--- config.mk ---
export PLATFORM = sky130hd
export DESIGN_NAME = id_stage
export DESIGN_NICKNAME = d
export VERILOG_FILES = /design/src/rtl/id_stage_pkg.sv /design/src/rtl/id_stage_inst_decode.sv /design/src/rtl/id_stage.sv
export SDC_FILE = /design/constraint.sdc
export NUM_CORES = 1
export LEC_CHECK = 0
export CAP_MARGIN = 10
export CORE_MARGIN = 3
export CORE_UTILIZATION = 40
export CTS_BUF_LIST = sky130_fd_sc_hd__clkbuf_8
export CTS_CLUSTER_SIZE = 12
export DETAILED_ROUTE_END_ITERATION = 8
export GPL_TIMING_DRIVEN = 0
export PLACE_DENSITY_LB_ADDON = 0.15
export SYNTH_ARGS = -nofsm -noshare
export SYNTH_HDL_FRONTEND = slang
export SYNTH_HIERARCHICAL = 1
export SYNTH_SLANG_ARGS = --single-unit
--- constraint.sdc ---
create_clock -name clk -period 1.7 [get_ports clk]
set_input_delay 0.425 -clock clk [delete_from_list [all_inputs] [get_ports clk]]
set_output_delay 0.425 -clock clk [all_outputs]
set_load 0.01 [all_outputs]
--- src/rtl/id_stage_pkg.sv ---
// Shared definitions for the decode stage: instruction encodings, ALU
// operation codes, state encoding and the record types moved between the
// decoder and the IF/ID register.
package id_stage_pkg;

  // Primary opcodes (inst[31:26])
  localparam logic [5:0] OP_RTYPE = 6'h00;
  localparam logic [5:0] OP_J     = 6'h02;
  localparam logic [5:0] OP_JAL   = 6'h03;
  localparam logic [5:0] OP_BEQ   = 6'h04;
  localparam logic [5:0] OP_BNE   = 6'h05;
  localparam logic [5:0] OP_ADDI  = 6'h08;
  localparam logic [5:0] OP_ADDIU = 6'h09;
  localparam logic [5:0] OP_SLTI  = 6'h0A;
  localparam logic [5:0] OP_SLTIU = 6'h0B;
  localparam logic [5:0] OP_ANDI  = 6'h0C;
  localparam logic [5:0] OP_ORI   = 6'h0D;
  localparam logic [5:0] OP_XORI  = 6'h0E;
  localparam logic [5:0] OP_LUI   = 6'h0F;
  localparam logic [5:0] OP_LW    = 6'h23;
  localparam logic [5:0] OP_SW    = 6'h2B;

  // R-type function codes (inst[5:0])
  localparam logic [5:0] FN_SLL  = 6'h00;
  localparam logic [5:0] FN_SRL  = 6'h02;
  localparam logic [5:0] FN_SRA  = 6'h03;
  localparam logic [5:0] FN_JR   = 6'h08;
  localparam logic [5:0] FN_ADD  = 6'h20;
  localparam logic [5:0] FN_ADDU = 6'h21;
  localparam logic [5:0] FN_SUB  = 6'h22;
  localparam logic [5:0] FN_SUBU = 6'h23;
  localparam logic [5:0] FN_AND  = 6'h24;
  localparam logic [5:0] FN_OR   = 6'h25;
  localparam logic [5:0] FN_XOR  = 6'h26;
  localparam logic [5:0] FN_NOR  = 6'h27;
  localparam logic [5:0] FN_SLT  = 6'h2A;
  localparam logic [5:0] FN_SLTU = 6'h2B;

  // Link register written by jal
  localparam logic [4:0] REG_RA = 5'd31;

  typedef enum logic [3:0] {
    ALU_ADD  = 4'd0,
    ALU_SUB  = 4'd1,
    ALU_AND  = 4'd2,
    ALU_OR   = 4'd3,
    ALU_XOR  = 4'd4,
    ALU_NOR  = 4'd5,
    ALU_SLT  = 4'd6,
    ALU_SLTU = 4'd7,
    ALU_SLL  = 4'd8,
    ALU_SRL  = 4'd9,
    ALU_SRA  = 4'd10,
    ALU_LUI  = 4'd11
  } alu_op_e;

  typedef enum logic [1:0] {
    ST_EMPTY = 2'd0,
    ST_HOLD  = 2'd1,
    ST_TRAP  = 2'd2
  } state_e;

  // Execute-stage controls produced by the decoder
  typedef struct packed {
    alu_op_e alu_op;
    logic    alu_src;
    logic    reg_write;
    logic    mem_read;
    logic    mem_write;
    logic    mem_to_reg;
    logic    beq;
    logic    bne;
    logic    jump;
    logic    jal;
    logic    jr;
  } ctrl_t;

  // Everything the stage presents downstream, held as one register
  typedef struct packed {
    logic        valid;
    logic        trap;
    logic [31:0] pc4;
    logic [4:0]  rs;
    logic [4:0]  rt;
    logic [4:0]  wreg;
    logic [4:0]  shamt;
    logic [31:0] imm;
    logic [31:0] br_target;
    logic [31:0] j_target;
    ctrl_t       ctrl;
  } id_out_t;

  // Word-aligned, sign-extended branch displacement
  function automatic logic [31:0] branch_offset(input logic [15:0] imm16);
    return {{14{imm16[15]}}, imm16, 2'b00};
  endfunction

endpackage

--- src/rtl/id_stage_inst_decode.sv ---
// Pure combinational decoder: splits an instruction word into register
// indices, extended immediate and execute-stage controls, and flags words
// outside the supported subset.
module inst_decode
  import id_stage_pkg::*;
(
  input  logic [31:0] inst_i,
  output logic [4:0]  rs_o,
  output logic [4:0]  rt_o,
  output logic [4:0]  shamt_o,
  output logic [4:0]  wreg_o,
  output logic [31:0] imm_o,
  output ctrl_t       ctrl_o,
  output logic        illegal_o
);

  logic [5:0]  op;
  logic [5:0]  funct;
  logic [4:0]  rd;
  logic [15:0] imm16;

  assign op      = inst_i[31:26];
  assign funct   = inst_i[5:0];
  assign rd      = inst_i[15:11];
  assign imm16   = inst_i[15:0];
  assign rs_o    = inst_i[25:21];
  assign rt_o    = inst_i[20:16];
  assign shamt_o = inst_i[10:6];

  // Opcode/funct to controls, destination and immediate
  always_comb begin
    // NOTE: every output gets a default before the case so no path leaves one unassigned (no latch).
    ctrl_o        = '0;
    ctrl_o.alu_op = ALU_ADD;
    wreg_o        = inst_i[20:16];
    imm_o         = {{16{imm16[15]}}, imm16};
    illegal_o     = 1'b0;

    unique case (op)
      OP_RTYPE: begin
        wreg_o           = rd;
        ctrl_o.reg_write = 1'b1;
        unique case (funct)
          FN_SLL:          ctrl_o.alu_op = ALU_SLL;
          FN_SRL:          ctrl_o.alu_op = ALU_SRL;
          FN_SRA:          ctrl_o.alu_op = ALU_SRA;
          FN_JR: begin
            ctrl_o.jr        = 1'b1;
            ctrl_o.reg_write = 1'b0;
          end
          FN_ADD, FN_ADDU: ctrl_o.alu_op = ALU_ADD;
          FN_SUB, FN_SUBU: ctrl_o.alu_op = ALU_SUB;
          FN_AND:          ctrl_o.alu_op = ALU_AND;
          FN_OR:           ctrl_o.alu_op = ALU_OR;
          FN_XOR:          ctrl_o.alu_op = ALU_XOR;
          FN_NOR:          ctrl_o.alu_op = ALU_NOR;
          FN_SLT:          ctrl_o.alu_op = ALU_SLT;
          FN_SLTU:         ctrl_o.alu_op = ALU_SLTU;
          default:         illegal_o     = 1'b1;
        endcase
      end
      OP_J: begin
        wreg_o      = '0;
        ctrl_o.jump = 1'b1;
      end
      OP_JAL: begin
        wreg_o           = REG_RA;
        ctrl_o.jal       = 1'b1;
        ctrl_o.reg_write = 1'b1;
      end
      OP_BEQ: begin
        ctrl_o.beq    = 1'b1;
        ctrl_o.alu_op = ALU_SUB;
      end
      OP_BNE: begin
        ctrl_o.bne    = 1'b1;
        ctrl_o.alu_op = ALU_SUB;
      end
      OP_ADDI, OP_ADDIU: begin
        ctrl_o.alu_src   = 1'b1;
        ctrl_o.reg_write = 1'b1;
      end
      OP_SLTI, OP_SLTIU: begin
        ctrl_o.alu_op    = (op == OP_SLTI) ? ALU_SLT : ALU_SLTU;
        ctrl_o.alu_src   = 1'b1;
        ctrl_o.reg_write = 1'b1;
      end
      OP_ANDI, OP_ORI, OP_XORI: begin
        imm_o            = {16'h0, imm16};
        ctrl_o.alu_op    = (op == OP_ANDI) ? ALU_AND :
                           (op == OP_ORI)  ? ALU_OR  : ALU_XOR;
        ctrl_o.alu_src   = 1'b1;
        ctrl_o.reg_write = 1'b1;
      end
      OP_LUI: begin
        imm_o            = {imm16, 16'h0};
        ctrl_o.alu_op    = ALU_LUI;
        ctrl_o.alu_src   = 1'b1;
        ctrl_o.reg_write = 1'b1;
      end
      OP_LW: begin
        ctrl_o.alu_src    = 1'b1;
        ctrl_o.reg_write  = 1'b1;
        ctrl_o.mem_read   = 1'b1;
        ctrl_o.mem_to_reg = 1'b1;
      end
      OP_SW: begin
        ctrl_o.alu_src   = 1'b1;
        ctrl_o.mem_write = 1'b1;
      end
      default: illegal_o = 1'b1;
    endcase

    // $0 is hard-wired: a write to it is no write at all
    if (wreg_o == 5'd0) ctrl_o.reg_write = 1'b0;
  end

endmodule

--- src/rtl/id_stage.sv ---
// Instruction-decode stage: IF/ID register with EMPTY/HOLD/TRAP control.
// The fetch word is decoded as it is captured, so every output comes
// straight from a flop and reflects only the held instruction.
module id_stage #(
  parameter int ALU_OP_W = 4
) (
  input  logic                clk,
  input  logic                rst,
  input  logic [31:0]         if_inst,
  input  logic [31:0]         if_pc4,
  input  logic                if_valid,
  input  logic                stall,
  input  logic                flush,
  output logic                id_valid,
  output logic [31:0]         id_pc4,
  output logic [4:0]          id_rs,
  output logic [4:0]          id_rt,
  output logic [4:0]          id_wreg,
  output logic [4:0]          id_shamt,
  output logic [31:0]         id_imm,
  output logic [31:0]         id_br_target,
  output logic [31:0]         id_j_target,
  output logic [ALU_OP_W-1:0] id_alu_op,
  output logic                id_alu_src,
  output logic                id_reg_write,
  output logic                id_mem_read,
  output logic                id_mem_write,
  output logic                id_mem_to_reg,
  output logic                id_beq,
  output logic                id_bne,
  output logic                id_jump,
  output logic                id_jal,
  output logic                id_jr,
  output logic                id_trap
);

  import id_stage_pkg::*;

  logic [4:0]  dec_rs;
  logic [4:0]  dec_rt;
  logic [4:0]  dec_shamt;
  logic [4:0]  dec_wreg;
  logic [31:0] dec_imm;
  ctrl_t       dec_ctrl;
  logic        dec_illegal;

  state_e      state_q;
  id_out_t     out_q;
  id_out_t     load_d;

  inst_decode u_inst_decode (
    .inst_i    (if_inst),
    .rs_o      (dec_rs),
    .rt_o      (dec_rt),
    .shamt_o   (dec_shamt),
    .wreg_o    (dec_wreg),
    .imm_o     (dec_imm),
    .ctrl_o    (dec_ctrl),
    .illegal_o (dec_illegal)
  );

  // Record that a load would capture; an illegal word keeps only its PC+4
  always_comb begin
    load_d     = '0;
    load_d.pc4 = if_pc4;
    if (dec_illegal) begin
      load_d.trap = 1'b1;
    end else begin
      load_d.valid     = 1'b1;
      load_d.rs        = dec_rs;
      load_d.rt        = dec_rt;
      load_d.wreg      = dec_wreg;
      load_d.shamt     = dec_shamt;
      load_d.imm       = dec_imm;
      load_d.br_target = if_pc4 + branch_offset(if_inst[15:0]);
      load_d.j_target  = {if_pc4[31:28], if_inst[25:0], 2'b00};
      load_d.ctrl      = dec_ctrl;
    end
  end

  // State machine and IF/ID register: reset > flush > stall > load
  always_ff @(posedge clk or negedge rst) begin
    // NOTE: sequential state uses non-blocking assignments so all flops update together at the edge.
    if (!rst) begin
      state_q <= ST_EMPTY;
      out_q   <= '0;
    end else if (flush) begin
      state_q <= ST_EMPTY;
      out_q   <= '0;
    end else if (!stall && state_q != ST_TRAP) begin
      if (!if_valid) begin
        state_q <= ST_EMPTY;
        out_q   <= '0;
      end else begin
        state_q <= dec_illegal ? ST_TRAP : ST_HOLD;
        out_q   <= load_d;
      end
    end
  end

  assign id_valid      = out_q.valid;
  assign id_trap       = out_q.trap;
  assign id_pc4        = out_q.pc4;
  assign id_rs         = out_q.rs;
  assign id_rt         = out_q.rt;
  assign id_wreg       = out_q.wreg;
  assign id_shamt      = out_q.shamt;
  assign id_imm        = out_q.imm;
  assign id_br_target  = out_q.br_target;
  assign id_j_target   = out_q.j_target;
  assign id_alu_op     = ALU_OP_W'(out_q.ctrl.alu_op);
  assign id_alu_src    = out_q.ctrl.alu_src;
  assign id_reg_write  = out_q.ctrl.reg_write;
  assign id_mem_read   = out_q.ctrl.mem_read;
  assign id_mem_write  = out_q.ctrl.mem_write;
  assign id_mem_to_reg = out_q.ctrl.mem_to_reg;
  assign id_beq        = out_q.ctrl.beq;
  assign id_bne        = out_q.ctrl.bne;
  assign id_jump       = out_q.ctrl.jump;
  assign id_jal        = out_q.ctrl.jal;
  assign id_jr         = out_q.ctrl.jr;

endmodule

==> metrics.cfg, run 1 <==
[sta]
fin_skew_ns=0.0124
final_hold_viol_count=0
timing.final.ws_setup_ns=-0.614
slew_headroom_pct=58.0
slew_viol_final=0
whs_ns=0.182
rsz0062_at_grt=yes
worst_pin_slew_ns=0.629
finalSetupViolCount=125
period_minus_slack_ns=2.31
post-route-period-util_pct=136
clock.fmax_ghz=0.432
tns_ns=-18.45

[drt]
drc=0
ant_nets=0
vias_per_cell=5.68
totalWireLength_um=31300
vias=7993
first_pass_iters=5
drt_iter0_markers=473
routedWlPerCell_um=22.2

[cts]
clk_transition_reported_paths_ns=0.10
tritoncts=yes
clockBufferDepth=2
cts_buffers=17
cts_sinks=162
cts-root-buf=clkbuf_8
htreeDepth=4
insertion_delay_ns=0.47

[global_route]
grt_usage_pct=27.1
gr-total-overflow=0
first_global_vias=7925
grt_antenna_before_repair=0
grt_max_degree=84
grt_first_pass_wirelength_um=46900

[floorplanning]
die_height_um=151
design.die.area_sq_um=22900
start_util_pct=41.1
num_rows=52
coreArea_sq_um=20500
ios=233
die_w_um=151

[pwr]
ir_drop_mv=0.412
power.density_nw_per_um2=702
p_leak_nw=6.87

[synth]
ys_ff_latch=162
synth_most_common_cell=dfrtp_1
yosysWarningCount=6
syn_area_sq_um=8430
ys_seq_area_share_pct=48.1
synth-edff-count=0
syn_avg_cell_area_sq_um=10.7
synthCells=786
yosys.area.top_type=dfrtp_1
synth_cell_types=68
yosysTopAreaCellShare_pct=48.1
ys_top_cells_by_count=dfrtp_1 (162), a22o_1 (136), nand2_1 (56)
synth.area.top_cells=dfrtp_1 (48%), a22o_1 (14%), ha_1 (4.3%)
ys.flop_type=dfrtp_1
ys_async_sr_fraction_pct=100

[outcome]
violations=negative setup slack
status=finished, violations left

[placement]
dp_slack_ns=-2.02
dp_hpwl_um=20500
gp_congestion=0.890
io_buffer_count=229

[setup_path]
arrival_ns=2.67
crit_path_max_fanout=3
reg2reg_slack_ns=-0.13
max_stage_delay_ns=0.40
crit_path_frequent_cell=a211oi_4
path_cells=buf_12, ha_4, fa_2, a211oi_4, o21ai_2, a211oi_4, buf_4, nor3_4, a2111oi_4, xnor2_1, o21ai_1
cp_num_buf_inv=2
worstPathRequired_ns=2.06
setup.worst_path.start_class=input port
slowest_stage=a2111oi_4
critPathCaptureType=flop
crit_family=compound AO/OA/AOI/OAI gates
critPathKind=in -> reg

[layout]
antenna_cells=0
num-fill-cells=1607
syn_to_final_growth_pct=60.2
final_nets=1223
drive_gt1_share_pct=31.0

[worst_hold_path]
hold_class=in -> reg

[job]
cap_violations=0

-- layout by cell type, fill, tap and decap left out, types with 10 or more instances in the layout --
| master | instances |
|---|---|
| clkbuf_2 | 21 |
| dlygate4sd2_1 | 173 |
| nand3_1 | 13 |
| a21o_1 | 31 |
| and2_1 | 21 |
| a22o_1 | 136 |
| o21a_1 | 10 |
| nor2_1 | 14 |
| xor2_1 | 11 |
| nand2_1 | 48 |
| buf_8 | 17 |
| buf_12 | 15 |
| clkbuf_8 | 18 |
| clkdlybuf4s50_1 | 20 |
| o21ai_2 | 14 |
| buf_4 | 80 |
| a21oi_1 | 18 |
| ha_4 | 26 |
| buf_2 | 16 |
| dfrtp_1 | 162 |
| a21oi_2 | 11 |
| o21ai_1 | 14 |
| buf_6 | 21 |
-- stage by stage --
| step | power (mW) | instance area [sq um] | instances | util (%) |
|---|---|---|---|---|
| after CTS | 9.30 | 13300 | 1389 | 64.7 |
| after global placement | 5.80 | 11300 | 1286 | 55.3 |
| after floorplan | 5.04 | 8700 | 787 | - |
| after global routing | 9.86 | 13500 | 1407 | 65.9 |
| after detailed placement | 5.81 | 11400 | 1287 | 55.4 |
| final | 9.48 | 13500 | 1407 | 65.9 |
-- worst paths after layout --
check | start | to | cells after the start
setup / recovery | if_inst[0] | id_br_target[22]$_DFFE_PN0P_ | 11
hold / removal | if_pc4[2] | id_pc4[2]$_DFFE_PN0P_ | 2
setup reg to reg | state_q[0]$_DFFE_PN0P_ | id_br_target[27]$_DFFE_PN0P_ | 10
hold reg to reg | id_br_target[6]$_DFFE_PN0P_ | id_br_target[6]$_DFFE_PN0P_ | 2
max in group asynchronous | rst | id_br_target[24]$_DFFE_PN0P_ | 3
min in group asynchronous | rst | id_imm[9]$_DFFE_PN0P_ | 2
-- cells by family (layout without fill, tap and decap cells) --
family / Yosys count / after routing / synth area share, %
AOI/OAI and AO/OA: 311 / 311 / 28.9
and+or+nand+nor: 167 / 167 / 10.3
DFF: 162 / 162 / 48.1
buffers and inverters: 86 / 436 / 5.03
adders and majority gates: 30 / 30 / 4.54
xor gates and xnor gates: 25 / 25 / 2.60
muxes: 4 / 4 / 0.475
other: 1 / 2 / 0.0445
-- worst reg2reg max path, delay by kind of cell (launching register included) --
kind | cells | cell delay, ns
compound gates | 3 | 0.43
buf+inv | 4 | 0.50
flops | 1 | 0.41
simple gates | 3 | 0.38
-- metal layers --
metal / part of all wire [%] / vias to the layer above / GRT usage [%]
met5: 0 / - / 0
met4: 2.9 / 0 / 9.07
met3: 5.7 / 61 / 5.45
met2: 49 / 292 / 44.9
met1: 42 / 4011 / 35.4
li1: - / 3629 / -
-- layout make-up --
| cell class | count | area, sq um | share of cell area [%] |
|---|---|---|---|
| multi-input combinational | 539 | 4840 | 35.8 |
| sequential | 162 | 4050 | 30.0 |
| timing repair buffer | 328 | 3180 | 23.5 |
| buffer | 64 | 627 | 4.64 |
| tap | 270 | 338 | 2.50 |
| clock buffer | 18 | 248 | 1.83 |
| clock inverter | 14 | 169 | 1.25 |
| inverter | 12 | 52.6 | 0.389 |
-- power by group --
group / leakage [nW] / total (mW) / internal, mW / switching [mW]
logic: 4.41 / 2.40 / 1.14 / 1.26
clock network: 0.215 / 3.10 / 1.40 / 1.70
registers: 2.25 / 3.97 / 3.93 / 0.0460
-- what timing repair did --
action	4_1_cts	5_1_grt
resized for setup	489	90
pin swaps	59	71
endpoints found under the hold margin	82	0
hold buffers	1	0
setup buffers	61	32
endpoints found under the setup margin	324	149
gates cloned	16	0
No activity file was read; power rests on OpenSTA's default activity.
==> run 2: changes to the inputs <==
--- a/config.mk
+++ b/config.mk
@@ -6,7 +6,7 @@
 export NUM_CORES = 1
 export LEC_CHECK = 0
 export CAP_MARGIN = 10
-export CORE_MARGIN = 3
+export CORE_MARGIN = 5
 export CORE_UTILIZATION = 40
 export CTS_BUF_LIST = sky130_fd_sc_hd__clkbuf_8
 export CTS_CLUSTER_SIZE = 12
==> metrics.cfg, run 2 (synthesis results as in run 1) <==
[outcome]
status=finished, violations left
violations=negative setup slack

[sta]
whs_ns=0.195
timing.final.ws_setup_ns=-0.572
final_hold_viol_count=0
clock.fmax_ghz=0.440
slew_headroom_pct=51.6
slew_viol_final=0
fin_skew_ns=0.0134
finalSetupViolCount=129
post-route-period-util_pct=134
tns_ns=-33.38
period_minus_slack_ns=2.27
rsz0062_at_grt=yes
worst_pin_slew_ns=0.726

[global_route]
grt_max_degree=91
grt_first_pass_wirelength_um=46400
gr-total-overflow=0
first_global_vias=8065
grt_usage_pct=24.7
grt_antenna_before_repair=0

[layout]
final_cell_mix=dlygate4sd2_1 (173), dfrtp_1 (162), a22o_1 (136)
layout_commonest_cell=dlygate4sd2_1
syn_to_final_growth_pct=59.6
drive_gt1_share_pct=29.7
final_nets=1228
antenna_cells=0

[job]
cap_violations=0

[pwr]
power.density_nw_per_um2=700
total_power_mw=9.42
p_leak_nw=6.85
ir_drop_mv=0.462
p_seq_share_pct=42.2
combinationalPowerShare_pct=25.5
p_int_mw=6.46
power.switching_mw=2.96
swShare_pct=31.4
power_frac_clock_pct=32.3

[setup_path]
critPathCaptureType=flop
arrival_ns=2.63
crit_path_max_fanout=3
setup.worst_path.start_class=input port
critPathKind=in -> reg
worstPathRequired_ns=2.05

[worst_hold_path]
hold_class=in -> reg

[drt]
drc=0
drt_iter0_markers=572
totalWireLength_um=31500
vias_per_cell=5.63
routedWlPerCell_um=22.2
vias=7979
ant_nets=0
first_pass_iters=5

[cts]
cts_buffers=17
htreeDepth=4
tritoncts=yes
cts-root-buf=clkbuf_8
cts_sinks=162
clk_transition_reported_paths_ns=0.10
insertion_delay_ns=0.46
clockBufferDepth=2

[floorplanning]
ios=233
num_rows=53
design.die.area_sq_um=24100
coreArea_sq_um=20900
start_util_pct=40.4
die_height_um=155
die_w_um=155

[placement]
dp_hpwl_um=20700
io_buffer_count=229
gp_congestion=0.908

run 2: cell types whose count changed in the layout (fill, tap and decap cells not counted), moves of 3 or more:
cell / previous run / this run
buf_6: 21 / 18
buf_12: 15 / 8
a21oi_2: 11 / 7
a21oi_1: 18 / 21
clkbuf_2: 21 / 9
clkbuf_1: 1 / 9
xnor2_2: 4 / 1
clkbuf_8: 18 / 22
buf_4: 80 / 91
clkbuf_16: 9 / 13
o21bai_1: 7 / 10
clkdlybuf4s15_2: 4 / 7
run 2: final timing paths:
check                      slack (ns)                         from  cells after the start                           end
min reg2reg                      0.50  id_br_target[4]$_DFFE_PN0P_                      2   id_br_target[4]$_DFFE_PN0P_
min in group asynchronous        0.51                          rst                      2         id_imm[8]$_DFFE_PN0P_
min                              0.19                    if_pc4[9]                      2         id_pc4[9]$_DFFE_PN0P_
max reg2reg                     -0.26       state_q[0]$_DFFE_PN0P_                     10  id_br_target[28]$_DFFE_PN0P_
max in group asynchronous        0.34                          rst                      3  id_br_target[30]$_DFFE_PN0P_
max                             -0.57                   if_inst[0]                     12  id_br_target[24]$_DFFE_PN0P_
run 2: worst max-delay path, stage by stage:
cell and delay, ns:
buf_12 0.11, ha_4 0.15, fa_2 0.37, a211oi_4 0.31
buf_4 0.17, o211ai_1 0.12, nand3_2 0.13, o211ai_1 0.09
buf_4 0.18, o31ai_4 0.26, xor2_1 0.20, o21ai_1 0.09
run 2: through the flow:
stage | cells | setup slack (ns) | cell area, sq um | utilization (%)
after floorplan | 787 | -0.606 | 8700 | -
after global placement | 1291 | -6.59 | 11300 | 54.3
after detailed placement | 1292 | -1.99 | 11400 | 54.4
after CTS | 1382 | -0.447 | 12800 | 61.3
after global routing | 1417 | -0.621 | 13500 | 64.4
final | 1417 | -0.572 | 13500 | 64.4
run 2: power by group through the flow:
stage	Sequential (mW)	Clock, mW	Combinational, mW
global route	3.98	3.21	2.57
CTS	3.97	3.08	2.15
finish	3.97	3.04	2.40
detailed placement	4.05	0	1.75
global placement	4.05	0	1.74
floorplan	4.09	0	0.952
run 2: area by class of cell:
cell class / count / area [sq um]
multi-input combinational: 539 / 4790
sequential: 162 / 4050
inverter: 12 / 52.6
clock inverter: 14 / 166
timing repair buffer: 331 / 3170
buffer: 66 / 642
tap: 275 / 344
clock buffer: 18 / 248
fill: 1721 / 7430
run 2: routing by layer:
layer,wire [um],up-vias,global-route usage (%)
met1,13400,3970,32.9
li1,-,3643,-
met3,1910,50,4.56
met2,15500,316,41.4
met5,0,-,0
met4,629,0,7.17
run 2: timing repair:
| action | 4_1_cts | 5_1_grt |
|---|---|---|
| hold buffers | 1 | 0 |
| pin swaps | 51 | 47 |
| endpoints found under the setup margin | 324 | 149 |
| gates cloned | 4 | 11 |
| setup buffers | 60 | 29 |
| resized for setup | 469 | 76 |
| endpoints found under the hold margin | 72 | 0 |
==> run 3: changes to the inputs <==
--- a/config.mk
+++ b/config.mk
@@ -6,8 +6,10 @@
 export NUM_CORES = 1
 export LEC_CHECK = 0
 export CAP_MARGIN = 10
+export CELL_PAD_IN_SITES_DETAIL_PLACEMENT = 1
+export CELL_PAD_IN_SITES_GLOBAL_PLACEMENT = 1
 export CORE_MARGIN = 5
-export CORE_UTILIZATION = 40
+export CORE_UTILIZATION = 35
 export CTS_BUF_LIST = sky130_fd_sc_hd__clkbuf_8
 export CTS_CLUSTER_SIZE = 12
 export DETAILED_ROUTE_END_ITERATION = 8
==> metrics.cfg, run 3 (synthesis results as in run 1) <==
[global_route]
grt_usage_pct=24.7
grt_first_pass_wirelength_um=51200
grt.busiest_layer=met2
gr-total-overflow=0
met2_usage_pct=42.1
grtUsageMet3_pct=4.07
grt_max_degree=84
first_global_vias=8416
grt_antenna_before_repair=0
met1_usage_pct=32.0

[pwr]
power_frac_clock_pct=31.2
power.switching_mw=3.15
ir_drop_mv=0.339
swShare_pct=33.8
combinationalPowerShare_pct=26.0
p_int_mw=6.15
p_leak_nw=6.77
p_seq_share_pct=42.8
power.density_nw_per_um2=695

[worst_hold_path]
hold_class=in -> reg
whs_path_depth=2

[setup_path]
critPathCaptureType=flop
path_cells=buf_12, ha_4, fa_2, a211oi_4, o21ai_2, a211oi_2, buf_4, nor3_4, a2111oi_4, a2111o_1, o211ai_1
arrival_ns=2.54
critPathKind=in -> reg
worstPathRequired_ns=2.07
ff2ff_path_depth=9
setup.worst_path.start_class=input port
slowest_stage=a2111oi_4
max_stage_delay_ns=0.41
crit_path_max_fanout=3

[placement]
gp_congestion=0.833
io_buffer_count=229
dp_hpwl_um=23100
placed_cell_area_sq_um=11400

[sta]
fin_skew_ns=0.0171
slew_viol_final=0
timing.final.ws_setup_ns=-0.477
clock.fmax_ghz=0.459
worst_pin_slew_ns=0.656
rsz0062_at_grt=yes
post-route-period-util_pct=128
period_minus_slack_ns=2.18
slew_headroom_pct=56.3
whs_ns=0.164
finalSetupViolCount=126
final_hold_viol_count=0

[drt]
vias_per_cell=5.52
drt_iter0_markers=417
first_pass_iters=5
drc=0
totalWireLength_um=34900
routedWlPerCell_um=24.0
vias=8025
ant_nets=0

[floorplanning]
design.die.area_sq_um=27300
coreArea_sq_um=23600
num_rows=56
start_util_pct=35.7
die_height_um=165
ios=233
die_w_um=165

[cts]
insertion_delay_ns=0.49
cts_buffers=17
cts_sinks=162
clk_transition_reported_paths_ns=0.11
cts-root-buf=clkbuf_8
htreeDepth=4
clockBufferDepth=2
tritoncts=yes

[layout]
layout_commonest_cell=dlygate4sd2_1
design_area_sq_um=13400
final_nets=1221
antenna_cells=0
num-fill-cells=2532
drive_gt1_share_pct=30.0
final_cell_mix=dlygate4sd2_1 (172), dfrtp_1 (162), a22o_1 (136)
syn_to_final_growth_pct=58.6

[job]
cap_violations=0

[outcome]
status=finished, violations left
violations=negative setup slack

run 3: timing repair:
action                                  in CTS  in global routing
endpoints found under the setup margin     324                159
resized for setup                          467                111
endpoints found under the hold margin       82                  0
hold buffers                                 1                  0
setup buffers                               47                 37
cloned                                      13                  2
pin swaps                                   58                 55
run 3: final cells by class:
cell class | count | area (sq um) | share of cell area [%]
Buffer | 63 | 638 | 4.77
Clock buffer | 17 | 234 | 1.75
Clock inverter | 15 | 163 | 1.22
Inverter | 12 | 52.6 | 0.393
Multi-Input combinational cell | 540 | 4770 | 35.7
Sequential cell | 162 | 4050 | 30.3
Tap cell | 319 | 399 | 2.98
Timing Repair Buffer | 326 | 3060 | 22.9
run 3: worst max-delay path, delay by kind of cell:
kind,cells,cell delay [ns]
AOI/OAI and AO/OA,6,1.26
adders and majority gates,2,0.51
buffers and inverters,2,0.28
and+or+nand+nor,1,0.05
run 3: power by group through the flow:
stage / combinational, mW / sequential (mW) / clock, mW
after floorplan: 0.952 / 4.09 / 0
after CTS: 2.17 / 3.97 / 2.99
after global placement: 1.77 / 4.05 / 0
after detailed placement: 1.80 / 4.05 / 0
after global routing: 2.58 / 3.99 / 3.15
final: 2.42 / 3.98 / 2.90
run 3: worst paths after layout:
| path | start | to | slack [ns] |
|---|---|---|---|
| max | if_inst[0] | id_br_target[26]$_DFFE_PN0P_ | -0.48 |
| min | if_pc4[2] | id_pc4[2]$_DFFE_PN0P_ | 0.16 |
| max reg2reg | state_q[0]$_DFFE_PN0P_ | id_j_target[15]$_DFFE_PN0P_ | -0.19 |
| min reg2reg | id_br_target[4]$_DFFE_PN0P_ | id_br_target[4]$_DFFE_PN0P_ | 0.50 |
| max in group asynchronous | rst | id_br_target[22]$_DFFE_PN0P_ | 0.35 |
| min in group asynchronous | rst | id_shamt[2]$_DFFE_PN0P_ | 0.51 |
run 3: per-layer routing:
| metal | vias to the layer above | share of wire, % |
|---|---|---|
| li1 | 3630 | - |
| met1 | 4124 | 43 |
| met2 | 218 | 50 |
| met3 | 53 | 4.6 |
| met4 | 0 | 2.3 |
| met5 | - | 0 |
run 3: metrics by stage:
stage	power [mW]	util (%)	TNS (ns)	setup WS, ns	std cells
floorplan	5.04	-	-36.54	-0.606	787
global placement	5.83	48.2	-1295.95	-6.73	1335
detailed placement	5.85	48.4	-211.35	-2.06	1336
CTS	9.14	54.9	-23.66	-0.442	1423
global route	9.71	56.6	-25.11	-0.515	1454
finish	9.30	56.6	-17.68	-0.477	1454
